==> config.mk <==
export PLATFORM = sky130hd
export DESIGN_NAME = mux_rd_arbiter
export DESIGN_NICKNAME = d
export VERILOG_FILES = /design/src/rtl/mux_rd_arbiter.sv
export SDC_FILE = /design/constraint.sdc
export NUM_CORES = 1
export LEC_CHECK = 0
export BUFFER_PORTS_ARGS = -buffer_cell sky130_fd_sc_hd__buf_2
export CAP_MARGIN = 20
export CELL_PAD_IN_SITES_DETAIL_PLACEMENT = 1
export CELL_PAD_IN_SITES_GLOBAL_PLACEMENT = 1
export CORE_ASPECT_RATIO = 2
export CORE_UTILIZATION = 28
export DETAILED_ROUTE_END_ITERATION = 10
export HOLD_SLACK_MARGIN = 0.1
export PLACE_DENSITY_LB_ADDON = 0.1
export SYNTH_ARGS = -nofsm -noshare
export SYNTH_HDL_FRONTEND = slang
export SYNTH_SLANG_ARGS = --single-unit
==> constraint.sdc <==
create_clock -name clk_i -period 1.5 [get_ports clk_i]
set_input_delay 0.225 -clock clk_i [delete_from_list [all_inputs] [get_ports clk_i]]
set_output_delay 0.225 -clock clk_i [all_outputs]
set_load 0.02 [all_outputs]
==> src/rtl/mux_rd_arbiter.sv <==
// mux_rd_arbiter: round-robin arbiter that shares one registered-select
// combinational mux read port between R requesters. A two-stage pipeline
// (S1 = select register, S2 = response register) returns read data in
// acceptance order with full-rate pass-through and clean backpressure.
module mux_rd_arbiter #(
  parameter int N  = 4,
  parameter int AW = 10,
  parameter int R  = 4,
  localparam int IW = $clog2(R)
) (
  input  logic          clk_i,
  input  logic          rst_i,
  input  logic [R-1:0]  req_valid_i,
  input  logic [AW-1:0] req_addr_i [0:R-1],
  output logic [R-1:0]  req_ready_o,
  output logic [AW-1:0] sel_o,
  input  logic [N-1:0]  mux_data_i,
  output logic          rsp_valid_o,
  output logic [IW-1:0] rsp_id_o,
  output logic [N-1:0]  rsp_data_o,
  input  logic          rsp_ready_i
);

  // S1 stage: the select register doubles as the read address of the mux
  logic [AW-1:0] sel_q, sel_d;
  logic          s1Valid_q, s1Valid_d;
  logic [IW-1:0] s1Id_q, s1Id_d;
  logic [IW-1:0] rrPtr_q, rrPtr_d;

  // S2 stage: registered response
  logic          rspValid_q, rspValid_d;
  logic [IW-1:0] rspId_q, rspId_d;
  logic [N-1:0]  rspData_q, rspData_d;

  logic          adv2;
  logic          acc1;
  logic          grantFound;
  logic [IW-1:0] grantIdx;

  // Modulo-R increment of a requester index; R need not be a power of two
  function automatic logic [IW-1:0] rrIndex(input logic [IW-1:0] base, input int offset);
    int sum;
    sum = int'(base) + offset;
    if (sum >= R) sum = sum - R;
    return IW'(sum);
  endfunction

  assign adv2 = !rspValid_q || rsp_ready_i;
  assign acc1 = !s1Valid_q || adv2;

  // Round-robin search: first valid requester at or after the pointer wins
  always_comb begin
    grantFound = 1'b0;
    grantIdx   = '0;
    for (int k = 0; k < R; k++) begin
      if (!grantFound && req_valid_i[rrIndex(rrPtr_q, k)]) begin
        grantFound = 1'b1;
        grantIdx   = rrIndex(rrPtr_q, k);
      end
    end
  end

  // Ready is one-hot on the winner only, and only when S1 can take it
  always_comb begin
    req_ready_o = '0;
    for (int i = 0; i < R; i++) begin
      req_ready_o[i] = !rst_i && acc1 && grantFound && (grantIdx == IW'(i));
    end
  end

  // S1 next state: load on acceptance, empty on an idle accept slot, hold on stall
  always_comb begin
    sel_d     = sel_q;
    s1Id_d    = s1Id_q;
    s1Valid_d = s1Valid_q;
    rrPtr_d   = rrPtr_q;
    if (acc1) begin
      if (grantFound) begin
        sel_d     = req_addr_i[grantIdx];
        s1Id_d    = grantIdx;
        s1Valid_d = 1'b1;
        rrPtr_d   = rrIndex(grantIdx, 1);
      end else begin
        s1Valid_d = 1'b0;
      end
    end
  end

  // S2 next state: capture mux data for a valid S1 entry when the consumer allows
  always_comb begin
    rspValid_d = rspValid_q;
    rspId_d    = rspId_q;
    rspData_d  = rspData_q;
    if (adv2) begin
      rspValid_d = s1Valid_q;
      if (s1Valid_q) begin
        rspId_d   = s1Id_q;
        rspData_d = mux_data_i;
      end
    end
  end

  // Pipeline registers with synchronous reset discarding in-flight work
  always_ff @(posedge clk_i) begin
    if (rst_i) begin
      sel_q      <= '0;
      s1Id_q     <= '0;
      s1Valid_q  <= 1'b0;
      rrPtr_q    <= '0;
      rspValid_q <= 1'b0;
      rspId_q    <= '0;
      rspData_q  <= '0;
    end else begin
      sel_q      <= sel_d;
      s1Id_q     <= s1Id_d;
      s1Valid_q  <= s1Valid_d;
      rrPtr_q    <= rrPtr_d;
      rspValid_q <= rspValid_d;
      rspId_q    <= rspId_d;
      rspData_q  <= rspData_d;
    end
  end

  assign sel_o       = sel_q;
  assign rsp_valid_o = rspValid_q;
  assign rsp_id_o    = rspId_q;
  assign rsp_data_o  = rspData_q;

endmodule

* Yosys cells after proc, flatten, opt, wreduce, memory -nomap -nowiden
Cells that the tools add are included.
** Word-level totals
- Register bits :: 22
- Input port bits :: 51
- Word-level logic and storage cells :: 75
** Cells by class
- $add $sub $neg :: 9
- Magnitude comparators :: 10
- Equal/unequal tests :: 3
- Mux-type cells :: 25
- Bitwise operators :: 1
- Reductions and logical operators :: 20
** Operator list (number)
- binary-select mux 10 bit (select 2 bit) :: 1
- 2-to-1 mux 10 bit :: 2
- 2-to-1 mux 2 bit :: 9
- >= comparator 3 bit (second input constant) :: 5
- less-than comparator 2 x 3 -> 1 bit (second input constant) :: 4
- subtractor 2 x 1 -> 2 bit (second input constant) :: 5
- logical AND 1 bit :: 9
- 2-to-1 mux 1 bit :: 9
- binary-select mux 1 bit (select 2 bit) :: 4
- adder 2 x 1 -> 3 bit (second input constant) :: 2
- adder 2 x 2 -> 3 bit (second input constant) :: 2
- logical NOT 1 bit :: 6
- equality test 2 bit (second input constant) :: 2
- AND reduction 2 bit :: 2
- >= comparator 2 x 3 -> 1 bit (second input constant) :: 1
- inverter 2 -> 3 bit :: 1
- equality test 2 x 1 -> 1 bit (second input constant) :: 1
- logical NOT 2 bit :: 1
- logical OR 1 bit :: 2

* Longest topological paths before layout
Gate-level depths: netlist of run 1.
- Depth in word-level cells :: 18
- Mapped depth :: 7

* Worst setup path after synthesis of run 1
OpenSTA, ideal clock, no wires.
- Path kind :: flip-flop to output port
- From :: register rrPtr_q[1]
- To :: output port req_ready_o[3]
- Arrival time :: 1.412 ns
- Slack :: -0.137 ns
- Cell stages (with the launch flop) :: 7
- Path buffers :: 2
- Path through :: dfxtp_1 buf_4 nor2b_1 o21bai_1 buf_2 nand3_1 nor3_1
** On the way
- Longest elaborated chain between the ends :: 16
** Ends and longest elaborated chain
- start, declared :: RTL line 28 : logic [IW-1:0] rrPtr_q, rrPtr_d;
- start signal, assigned :: RTL line 117 : rrPtr_q <= rrPtr_d;
- branches (longest 15 deep; another with adder 2 x 1 -> 3 bit)
- logical AND 1 bit * :: RTL line 67 : req_ready_o[i] = !rst_i && acc1 && grantFound && (grantIdx == IW'(i));
- end, declared :: RTL line 15 : output logic [R-1:0] req_ready_o,
Mark *: on every way between the ends. The select of a mux whose other input is x is not followed.

* Final worst setup path of run 1
- From :: register rrPtr_q[0]
- To :: output port req_ready_o[0]
** On the way
- Longest elaborated chain between the ends :: 16
** Ends and longest elaborated chain (RTL line)
- branches (longest 15 deep; another with adder 2 x 1 -> 3 bit)
- logical AND 1 bit * :: 67
Marks and branches as above.

==> results.toml, run 1 <==
[route]
num_vias = 1669
drt_pass1_iterations = 4
first_iter_violations = 28
ant_nets = 0
wl_per_cell_um = 18.0
wl_um = 5720
viasPerCell = 5.26
drc_errors = 0

[timing]
setup_ws_ps = -223
finalSetupViolCount = 16
slew_violations = 0
final_hold_viol_count = 0
grt_setup_unrepaired = "yes"
tightestPinTransition_ps = 245
finalClockSkew_ps = 1.54
max_slew_margin_pct = 83.5
fmax_mhz = 580
finalCritPeriodShare_pct = 115
layout_min_cycle_time_ps = 1720

[synthesis]
synthesis.area_mm2 = 0.00136
synth.distinct_cells = 34
synth_seq_area_share_pct = 32.5
syn_inst = 166
synth.avg_cell_area_um2 = 8.16
synth_seq_cells = 22
syn_nets = 217
yosysWarnings = 0

[setup_path]
path_cells = "and4b_1 -> a211o_1 -> and3_4 -> buf_6"
timing.rr.end = "sel_o[0]"
reg2reg_depth = 7
worstSetupPathType = "reg2out"
reg2reg_slack_ps = -150
cp-startpoint = "rrPtr_q[0]"
critical_path.max_stage_delay_ps = 380
worstPathMaxFanout = 5
path_delay_family = "simple AND/OR/NAND/NOR gates"
r2r_start = "rrPtr_q[0]"
cp.required_ps = 1270
critPathCaptureType = "primary output"
slowest_stage = "dfxtp_4"
crit_buf_inv = 1
start_kind = "register"
crit_arrival_ps = 1500

[global_routing]
grt_pass1_wl_um = 8950
grt_antenna_before_repair = 0
grt_pass1_vias = 1860
grt_max_degree = 14
grt-ovfl-total = 0
grtUsageTotal_pct = 23.5

[power_and_ir_drop]
ir_worst_vdd_uv = 508
power-per-cell-area_mw_per_mm2 = 911
leakage_nw = 1.08

[hold_path]
hold_end = "rrPtr_q[1]"
hp-start = "rst_i"
min_path_type = "in2reg"
holdPathStages = 2

[placed_design]
dp_hpwl_um = 4360
place_congestion = 0.855
portBuffers = 71
place_ws_ps = -64.8

[final_layout]
fillers = 593
fin_util_pct = 48.8
final_nets = 314
final_common_cell = "buf_2"
n_antenna_cell = 0
drive_gt1_share_pct = 58.4
final_cell_mix = "buf_2, buf_4, dfxtp_1"
syn2layout_area_growth_pct = 67.3

[floorplan]
coreArea_mm2 = 0.00464
dieArea_mm2 = 0.00514
fp.dieW_um = 51.2
io_pins = 72
num_rows = 35
chipHeight_um = 100
initial_core_util_pct = 29.2

[clock_network]
cts_buffers = 3
cts_tree = "yes"
cts_hold_buf = 0
cts_root_buf = "clkbuf_8"
cts_max_level = 1
cts.clk_slew.worst_paths_ps = 90
cts.sinks = 22
clock_latency_ps = 270
cts_max_path_buffers = 2

[status]
violations = "setup timing"
status = "complete, but fails checks"

[job]
max_cap_violations = 0
[cell usage after synthesis]
library cell	n	area, um2
inv_1	1	3.75
clkbuf_2	1	5.00
a22oi_1	10	75.1
o21bai_1	3	22.5
a21oi_1	16	80.1
nand2_1	3	11.3
nor2b_1	3	18.8
and3_1	12	75.1
nor4_4	1	21.3
o21ba_2	1	10.0
o211a_1	2	20.0
buf_2	6	30.0
nand2b_4	1	13.8
or2_2	1	6.26
nand2b_1	4	25.0
a211oi_1	1	7.51
buf_4	2	15.0
o21ai_0	13	65.1
nand3b_1	1	7.51
a21boi_0	1	7.51
dfxtp_1	22	440
mux2i_1	7	70.1
a211o_1	1	8.76
and4b_1	1	10.0
buf_6	3	33.8
nand3_1	1	5.00
nor3_1	3	15.0
nor2_1	13	48.8
a21oi_2	1	8.76
a21o_1	1	7.51
clkbuf_1	8	30.0
or4_4	1	11.3
a31oi_1	10	62.6
o211ai_1	11	82.6
[worst register-to-register path, delay by kind of cell (launching register included)]
family	cells	cell delay, ps
AO/OA/AOI/OAI	3	550
buffers and inverters	3	420
AND/OR/NAND/NOR	1	190
flip-flops	1	380
[how the worst max path moves through the flow]
stage	cells past startpoint	slack (ps)	to
after CTS	5	-220	req_ready_o[0]
final	4	-220	req_ready_o[0]
after detailed placement	5	-60	rrPtr_q[0]
after global routing	4	-260	req_ready_o[0]
after floorplan	6	20	req_ready_o[3]
after global placement	6	-50	req_ready_o[2]
[cell families after synthesis]
kind of cell           synth area share [%]
AO/OA/AOI/OAI                          33.8
AND/OR/NAND/NOR                        19.9
flip-flops                             32.5
buffers and inverters                  8.68
multiplexers                           5.17
[report_power, final]
group,internal (mW),total [mW],switching [mW]
logic,0.386,0.790,0.404
registers,0.645,0.687,0.0412
clock network,0.357,0.589,0.232
[routing by layer]
layer	track usage, %	vias to the layer above	share of wire, %
met2	48.7	53	61
met1	23.0	802	35
met4	6.84	0	1.7
met3	1.82	7	2.3
met5	0	-	0
li1	-	807	-
[sequential cells by signal, indices dropped and copies added (netlist names)]
signal,count
rrPtr_q,2
rsp_data_o,4
rsp_id_o,2
rsp_valid_o,1
s1Id_q,2
s1Valid_q,1
sel_o,10
[per-stage QoR]
stage	std cells	setup TNS (ps)	hold WS [ps]	total power, mW	cell area (um2)
CTS	315	-1080	169	2.01	2150
global placement	306	-144	458	1.33	1970
detailed placement	306	-654	454	1.35	1970
finish	317	-2040	181	2.07	2270
floorplan	166	0	298	1.05	1370
global route	317	-2900	183	2.17	2270
[area by class of cell]
type / count / area (um2) / area share [%]
clock buffers: 3 / 41.3 / 1.82
inverters: 1 / 3.75 / 0.166
flip-flops and latches: 22 / 448 / 19.8
multi-input cells: 123 / 935 / 41.2
clock inverters: 1 / 30.0 / 1.32
repair buffers: 112 / 741 / 32.7
well taps: 55 / 68.8 / 3.04
[timing repair]
action,4_1_cts,5_1_grt
cloned,0,0
resized for setup,25,24
endpoints found under the setup margin,16,17
setup buffers,5,2
pin swaps,6,13
Note: power is estimated with default switching activity, not from simulation.
==> run 2: changes to the inputs <==
CORE_ASPECT_RATIO = unset   (was 2)
==> results.toml, run 2 (synthesized netlist as in run 1, its figures left out) <==
[placed_design]
portBuffers = 71
place_congestion = 0.843
dp_hpwl_um = 3830
dpl.cell_count = 290
placed_area_mm2 = 0.00186

[final_layout]
n_antenna_cell = 0
syn2layout_area_growth_pct = 53.3
largest_reg_flops = 10
fillers = 577
drive_gt1_share_pct = 50.6
final_common_cell = "buf_2"
final_cell_mix = "buf_2, buf_4, dfxtp_1"
fin_util_pct = 46.1
instances_no_fill = 301
final_cell_area_mm2 = 0.00208
final_nets = 301

[global_routing]
grt-ovfl-total = 0
grt_pass1_vias = 1659
grt_pass1_wl_um = 8040
grt_antenna_before_repair = 0
grtUsageTotal_pct = 20.2
grt_max_degree = 14

[timing]
finalClockSkew_ps = 6.07
max_slew_margin_pct = 75.5
finalSetupViolCount = 6
final_hold_viol_count = 0
layout_min_cycle_time_ps = 1660
slew_violations = 0
fmax_mhz = 602
grt_setup_unrepaired = "yes"
timing.hold.ws_ps = 192
setup_ws_ps = -162
tightestPinTransition_ps = 367
finalCritPeriodShare_pct = 111

[clock_network]
clock_latency_ps = 270
cts.clk_slew.worst_paths_ps = 90
cts.sinks = 22
cts_tree = "yes"
cts_buffers = 3
cts_max_path_buffers = 2
cts_root_buf = "clkbuf_8"
cts_max_level = 1
cts_hold_buf = 0

[route]
wl_um = 5200
first_iter_violations = 38
wl_per_cell_um = 17.3
drt_pass1_iterations = 4
drc_errors = 0
num_vias = 1593
ant_nets = 0
viasPerCell = 5.29

[setup_path]
start_kind = "register"
cp.required_ps = 1270
cp-startpoint = "rrPtr_q[0]"
r2r_start = "rrPtr_q[1]"
worstPathMaxFanout = 4
crit_arrival_ps = 1440
worstSetupPathType = "reg2out"
critPathCaptureType = "primary output"

[floorplan]
io_pins = 72
coreArea_mm2 = 0.00450
chipHeight_um = 71.6
initial_core_util_pct = 30.1
num_rows = 24
fp.dieW_um = 71.6
dieArea_mm2 = 0.00512

[power_and_ir_drop]
leakage_nw = 0.992
ir_worst_vdd_uv = 519
power-per-cell-area_mw_per_mm2 = 943

[hold_path]
hp-start = "mux_data_i[3]"
min_path_type = "in2reg"

[status]
status = "complete, but fails checks"
violations = "setup timing"

[job]
max_cap_violations = 0
[run 2: path summary, 6_finish.rpt]
check              endpoint  slack [ps]  depth (start not counted)
max reg2reg      rrPtr_q[0]        -110                          7
min           rsp_data_o[3]         190                          3
max          req_ready_o[0]        -160                          4
min reg2reg       s1Id_q[1]         490                          2
[run 2: power breakdown]
group	switching [mW]	leakage [nW]	internal, mW
Combinational	0.371	0.773	0.329
Clock	0.222	0.0357	0.357
Sequential	0.0344	0.183	0.645
[run 2: final cells by class]
| type | instances | area (um2) | area share [%] |
|---|---|---|---|
| Sequential cell | 22 | 448 | 21.6 |
| Tap cell | 52 | 65.1 | 3.13 |
| Clock buffer | 3 | 41.3 | 1.99 |
| Timing Repair Buffer | 99 | 623 | 30.0 |
| Inverter | 1 | 3.75 | 0.181 |
| Clock inverter | 1 | 30.0 | 1.45 |
| Multi-Input combinational cell | 123 | 866 | 41.7 |
[run 2: through the flow]
stage                     worst slack, ps  total power, mW  TNS (ps)
after floorplan                      23.7             1.05         0
after global placement              -35.3             1.28     -42.8
after detailed placement            -93.7             1.31      -896
after CTS                            -157             1.93      -727
after global routing                 -226             2.06     -1160
final                                -162             1.96      -762
[run 2: metal layers]
layer | GRT usage, % | routed length (um) | vias up
met5 | 0 | 0 | -
met4 | 3.92 | 19 | 0
met3 | 3.23 | 189 | 2
met2 | 37.5 | 2670 | 41
met1 | 24.7 | 2310 | 766
li1 | - | - | 784
[run 2: repair_timing]
item	CTS	global route
buffers inserted	5	5
resized for setup	15	14
pin swaps	4	6
gates cloned	0	0
setup endpoints to repair	16	16
[run 2: worst max-delay path: stages (launching register included)]
cell and delay (ps):
dfxtp_4 360, and4b_1 200, a211o_1 300, and3_4 190
buf_6 120
